$ cat config.mk
export PLATFORM = sky130hd
export DESIGN_NAME = sdram_port_arbiter
export DESIGN_NICKNAME = d
export VERILOG_FILES = /design/src/rtl/sdram_port_arbiter.sv
export SDC_FILE = /design/constraint.sdc
export NUM_CORES = 1
export LEC_CHECK = 0
export ABC_AREA = 1
export ABC_CLOCK_PERIOD_IN_PS = 3800
export BUFFER_PORTS_ARGS = -buffer_cell sky130_fd_sc_hd__buf_4
export CAP_MARGIN = 20
export CORE_AREA = 2 2 74 76
export CTS_CLUSTER_DIAMETER = 150
export DETAILED_ROUTE_END_ITERATION = 10
export DIE_AREA = 0 0 76 78
export PLACE_DENSITY = 0.67
export SLEW_MARGIN = 20
export SYNTH_ARGS = -nofsm -noshare
export SYNTH_HDL_FRONTEND = slang
export SYNTH_SLANG_ARGS = --single-unit
$ cat constraint.sdc
create_clock -name clk_clk -period 3.8 [get_ports clk_clk]
set_clock_uncertainty 0.1 [all_clocks]
set_input_delay 0.76 -clock clk_clk [delete_from_list [all_inputs] [get_ports clk_clk]]
set_output_delay 0.76 -clock clk_clk [all_outputs]
set_load 0.005 [all_outputs]
$ cat src/rtl/sdram_port_arbiter.sv
// sdram_port_arbiter: shares one SDRAM controller Avalon-MM slave port between
// two masters (m0 = NIOS data path, m1 = hardware requester). Round-robin
// arbitration, one command per grant. A small ID FIFO remembers which master
// issued each outstanding read so readdatavalid can be routed back.
//
// Build option: define SDRAM_ARB_FIXED_PRIO_EN to make m0 win every tie
// (m1 can starve). Without it, ties alternate using last_gnt.
//
// state | meaning
// ------+--------------------------------------------------------------
// ARB   | no grant; pick a requester, masters stalled
// GNT   | granted master's command driven to the controller until accepted
module sdram_port_arbiter #(
   parameter int ADDR_W  = 24,
   parameter int DATA_W  = 8,
   parameter int MAX_OUT = 4
) (
   input  logic              clk_clk,
   input  logic              reset_reset,
   input  logic [ADDR_W-1:0] m0_address,
   input  logic              m0_read,
   input  logic              m0_write,
   input  logic [DATA_W-1:0] m0_writedata,
   output logic              m0_waitrequest,
   output logic [DATA_W-1:0] m0_readdata,
   output logic              m0_readdatavalid,
   input  logic [ADDR_W-1:0] m1_address,
   input  logic              m1_read,
   input  logic              m1_write,
   input  logic [DATA_W-1:0] m1_writedata,
   output logic              m1_waitrequest,
   output logic [DATA_W-1:0] m1_readdata,
   output logic              m1_readdatavalid,
   output logic [ADDR_W-1:0] s_address,
   output logic              s_read,
   output logic              s_write,
   output logic [DATA_W-1:0] s_writedata,
   input  logic              s_waitrequest,
   input  logic [DATA_W-1:0] s_readdata,
   input  logic              s_readdatavalid,
   output logic              err_orphan
);

   localparam int PTR_W = $clog2(MAX_OUT);
   localparam int CNT_W = PTR_W + 1;

   typedef enum logic {ST_ARB, ST_GNT} state_t;

   state_t               state_q, state_d;
   logic                 gnt_q, gnt_d;
   logic                 last_gnt_q, last_gnt_d;
   logic [MAX_OUT-1:0]   id_mem_q, id_mem_d;
   logic [PTR_W-1:0]     wr_ptr_q, wr_ptr_d;
   logic [PTR_W-1:0]     rd_ptr_q, rd_ptr_d;
   logic [CNT_W-1:0]     cnt_q, cnt_d;
   logic                 err_orphan_q, err_orphan_d;

   logic req0, req1;
   logic sel_read, sel_write;
   logic fifo_full, fifo_empty, fifo_head;
   logic push, pop;
   logic s_read_c, s_write_c;
   logic wait0_c, wait1_c;
   logic gnt_wait;

   assign req0       = m0_read | m0_write;
   assign req1       = m1_read | m1_write;
   assign sel_read   = gnt_q ? m1_read  : m0_read;
   assign sel_write  = gnt_q ? m1_write : m0_write;
   assign fifo_full  = (cnt_q == CNT_W'(MAX_OUT));
   assign fifo_empty = (cnt_q == '0);
   assign fifo_head  = id_mem_q[rd_ptr_q];

   // A read is only pushed once the controller actually takes it.
   assign push = s_read_c & ~s_waitrequest;
   assign pop  = s_readdatavalid & ~fifo_empty;

   assign s_address   = gnt_q ? m1_address   : m0_address;
   assign s_writedata = gnt_q ? m1_writedata : m0_writedata;
   assign s_read      = s_read_c;
   assign s_write     = s_write_c;

   assign m0_waitrequest   = wait0_c;
   assign m1_waitrequest   = wait1_c;
   assign m0_readdata      = s_readdata;
   assign m1_readdata      = s_readdata;
   assign m0_readdatavalid = pop & ~fifo_head;
   assign m1_readdatavalid = pop &  fifo_head;
   assign err_orphan       = err_orphan_q;

   // Arbitration FSM: next state, grant choice and command mux qualifiers.
   always_comb begin
      state_d    = state_q;
      gnt_d      = gnt_q;
      last_gnt_d = last_gnt_q;
      s_read_c   = 1'b0;
      s_write_c  = 1'b0;
      wait0_c    = 1'b1;
      wait1_c    = 1'b1;
      gnt_wait   = 1'b1;
      case (state_q)
         ST_ARB: begin
            if (req0 && req1) begin
`ifdef SDRAM_ARB_FIXED_PRIO_EN
               gnt_d = 1'b0;
`else
               gnt_d = ~last_gnt_q;
`endif
               state_d = ST_GNT;
            end else if (req0) begin
               gnt_d   = 1'b0;
               state_d = ST_GNT;
            end else if (req1) begin
               gnt_d   = 1'b1;
               state_d = ST_GNT;
            end
         end
         ST_GNT: begin
            // A read with no free ID slot is held off; writes never are.
            s_read_c  = sel_read & ~fifo_full;
            s_write_c = sel_write;
            gnt_wait  = (sel_read & fifo_full) | s_waitrequest;
            if (gnt_q) wait1_c = gnt_wait;
            else       wait0_c = gnt_wait;
            if ((s_read_c | s_write_c) && !s_waitrequest) begin
               last_gnt_d = gnt_q;
               state_d    = ST_ARB;
            end else if (!(sel_read | sel_write)) begin
               state_d = ST_ARB;
            end
         end
         default: state_d = ST_ARB;
      endcase
   end

   // Read-return ID FIFO and sticky orphan flag next-state.
   always_comb begin
      id_mem_d     = id_mem_q;
      wr_ptr_d     = wr_ptr_q;
      rd_ptr_d     = rd_ptr_q;
      cnt_d        = cnt_q;
      err_orphan_d = err_orphan_q | (s_readdatavalid & fifo_empty);
      if (push) begin
         id_mem_d[wr_ptr_q] = gnt_q;
         wr_ptr_d           = wr_ptr_q + PTR_W'(1);
      end
      if (pop) begin
         rd_ptr_d = rd_ptr_q + PTR_W'(1);
      end
      if (push && !pop)      cnt_d = cnt_q + CNT_W'(1);
      else if (!push && pop) cnt_d = cnt_q - CNT_W'(1);
   end

   // State registers; reset discards all outstanding read IDs.
   always_ff @(posedge clk_clk or posedge reset_reset) begin
      if (reset_reset) begin
         state_q      <= ST_ARB;
         gnt_q        <= 1'b0;
         last_gnt_q   <= 1'b1;
         id_mem_q     <= '0;
         wr_ptr_q     <= '0;
         rd_ptr_q     <= '0;
         cnt_q        <= '0;
         err_orphan_q <= 1'b0;
      end else begin
         state_q      <= state_d;
         gnt_q        <= gnt_d;
         last_gnt_q   <= last_gnt_d;
         id_mem_q     <= id_mem_d;
         wr_ptr_q     <= wr_ptr_d;
         rd_ptr_q     <= rd_ptr_d;
         cnt_q        <= cnt_d;
         err_orphan_q <= err_orphan_d;
      end
   end

endmodule

==> results.yml <==
worst_setup_path:
  ff2ff_setup_slack_ns: 1.20
  arrival_ns: 1.76
  cp_data_required_time_ns: 2.94
  r2r_cells: 12
  timing.rr.start: "gnt_q"
  end_kind: "output pin"
  critPathMaxFanout: 38
  path_class: "reg2out"
  r2r_end: "cnt_q[2]"
  cp-start-kind: "flop"
worst_hold_path:
  holdPathEnd: "last_gnt_q"
  hp-class: "reg2reg"
  holdPathStages: 2
  hp-start: "last_gnt_q"
floorplanning:
  rows: 26
  io_pins: 135
  die_area_sq_mm: 0.00593
  die_y_um: 78
  initial_core_util: 0.299
  placeableCoreArea_sq_mm: 0.00504
  die_w_um: 76
global_route:
  grt_first_pass_wirelength_um: 7860
  antenna_found_initial: 0
  grt_max_degree: 39
  grt_pass1_vias: 1655
  track_usage: 0.161
  grt_overflow: 0
detailed_routing:
  firstDrtPassIters: 4
  drc: 0
  totalWireLength_um: 4720
  vias: 1709
  routedWlPerCell_um: 11.8
  ant_nets: 0
  viasPerCell: 4.26
  drtIter0Drc: 59
timing:
  max_slew.worst_pin.slew_ns: 0.569
  hold_viol: 0
  slew_viol_final: 0
  final.min_clock_period_ns: 2.62
  rsz0062_at_grt: "no"
  fmax_mhz: 381
  fin_crit_sh: 0.690
  relSlewSlack: 0.620
  fin_setup_tns_ns: 0
  setup_viol: 0
synthesis:
  synth_area_per_cell_sq_um: 6.22
  synthFlopType: "dfrtp_1"
  ys_types: 28
  yosys.area.top_type: "nand2_1"
  synth-edff-count: 0
  netlist_area_sq_mm: 0.00151
  synth.net_count: 328
  syn_inst: 242
  synth_top_area_frac: 0.324
  ys_seq_elements: 15
  ys_seq_area_frac: 0.250
  async_flop_share: 1.00
  synthTopCellsByArea: "nand2_1 (32%), dfrtp_1 (23%), buf_4 (8.5%), ha_1 (4.2%), inv_1 (4.0%)"
  ys_warn_count: 0
cells_and_area:
  diodes: 0
  drive_above_1_share: 0.396
  syn2layout_area_growth_pct: 52.7
  final_core_utilization: 0.456
  final_cell_mix: "nand2_1 (130), buf_4 (111), inv_1 (16), dfrtp_1 (14), nand4_1 (9)"
  final_common_cell: "nand2_1"
  nets: 418
clock_network:
  clk_path_buf_depth: 2
  cts_sinks: 15
  cts-root-buf: "clkbuf_8"
  cts_resized: 0
  hold_buffers: 0
  clk_pin_slew_worst_paths_ns: 0.06
  post_cts_buffers: 0
  numCtsBuffers: 3
  worstSkewPairLatency_ns: 0.24
  htreeDepth: 1
  cts_tree: "yes"
power_and_ir_drop:
  leakage_uw: 0.00137
  ir_drop_mv: 0.355
  power.density_mw_per_mm2: 626
run_status:
  outcome: "complete, no violations"
placement:
  dpl.hpwl_um: 3770
  port_buffers: 110
  globalplace.congestion: 0.818
job:
  max_cap_viol_count: 0
[critical path, cell delays in order, from the launching register on]
cell and delay [ns]:
dfrtp_1 0.52, buf_4 0.41, nand2_2 0.12, nand2_4 0.11, nand2_4 0.07, nor2_8 0.14, buf_4 0.13
[cell type report]
type / count / area [sq um]
Clock inverter: 1 / 5.00
Inverter: 19 / 76.3
Timing Repair Buffer: 111 / 833
Fill cell: 525 / 2740
Sequential cell: 15 / 377
Multi-Input combinational cell: 182 / 881
Clock buffer: 3 / 41.3
Tap cell: 70 / 87.6
[worst max path at each step]
stage | slack [ns] | start | endpoint
after CTS | 1.19 | gnt_q | s_read
after global placement | 1.32 | gnt_q | cnt_q[2]
after global routing | 0.99 | gnt_q | cnt_q[2]
final | 1.18 | gnt_q | s_read
after floorplan | 1.62 | m1_read | cnt_q[2]
after detailed placement | 1.25 | gnt_q | cnt_q[2]
[flip-flops by register name, indices dropped and copies added, names as in the netlist]
signal and cells:
cnt_q 3, err_orphan 1, gnt_q 1, id_mem_q 4
last_gnt_q 1, rd_ptr_q 2, state_q 1, wr_ptr_q 2
[synthesized netlist by cell type, types with 2 or more instances]
library cell	instances
nor2_2	2
nand3_2	2
a21oi_1	5
nor2_1	7
nand4_1	9
nand3_1	6
buf_2	3
nand2_4	3
clkbuf_1	5
ha_1	5
buf_4	17
nand2_2	3
xor2_1	2
nand2_1	130
inv_1	16
inv_2	2
dfrtp_1	14
[per-stage QoR]
stage | instances | hold WS (ns) | worst slack [ns] | area [sq um] | power [uW]
after floorplan | 242 | 0.342 | 1.62 | 1510 | 912
after global placement | 397 | 0.357 | 1.32 | 2250 | 1310
after detailed placement | 397 | 0.352 | 1.25 | 2250 | 1320
after CTS | 401 | 0.362 | 1.19 | 2300 | 1460
after global routing | 401 | 0.394 | 0.994 | 2300 | 1600
final | 401 | 0.364 | 1.18 | 2300 | 1440
[kinds of logic after synthesis]
group           share of synthesized area
buf+inv                             0.165
flops                               0.250
compound gates                     0.0291
simple gates                        0.483
xor+xnor                           0.0174
fa+ha+maj                          0.0548
[power breakdown]
part	switching, uW	total, uW	internal, uW
clock	57.7	130	72.5
sequential	84.8	327	242
combinational	526	984	459
[per-layer routing]
layer,GRT usage,part of all wire
met1,0.190,0.42
met2,0.284,0.48
met3,0.0407,0.070
met4,0.0582,0.027
met5,0,0
Note: power is estimated with default switching activity, not from simulation.
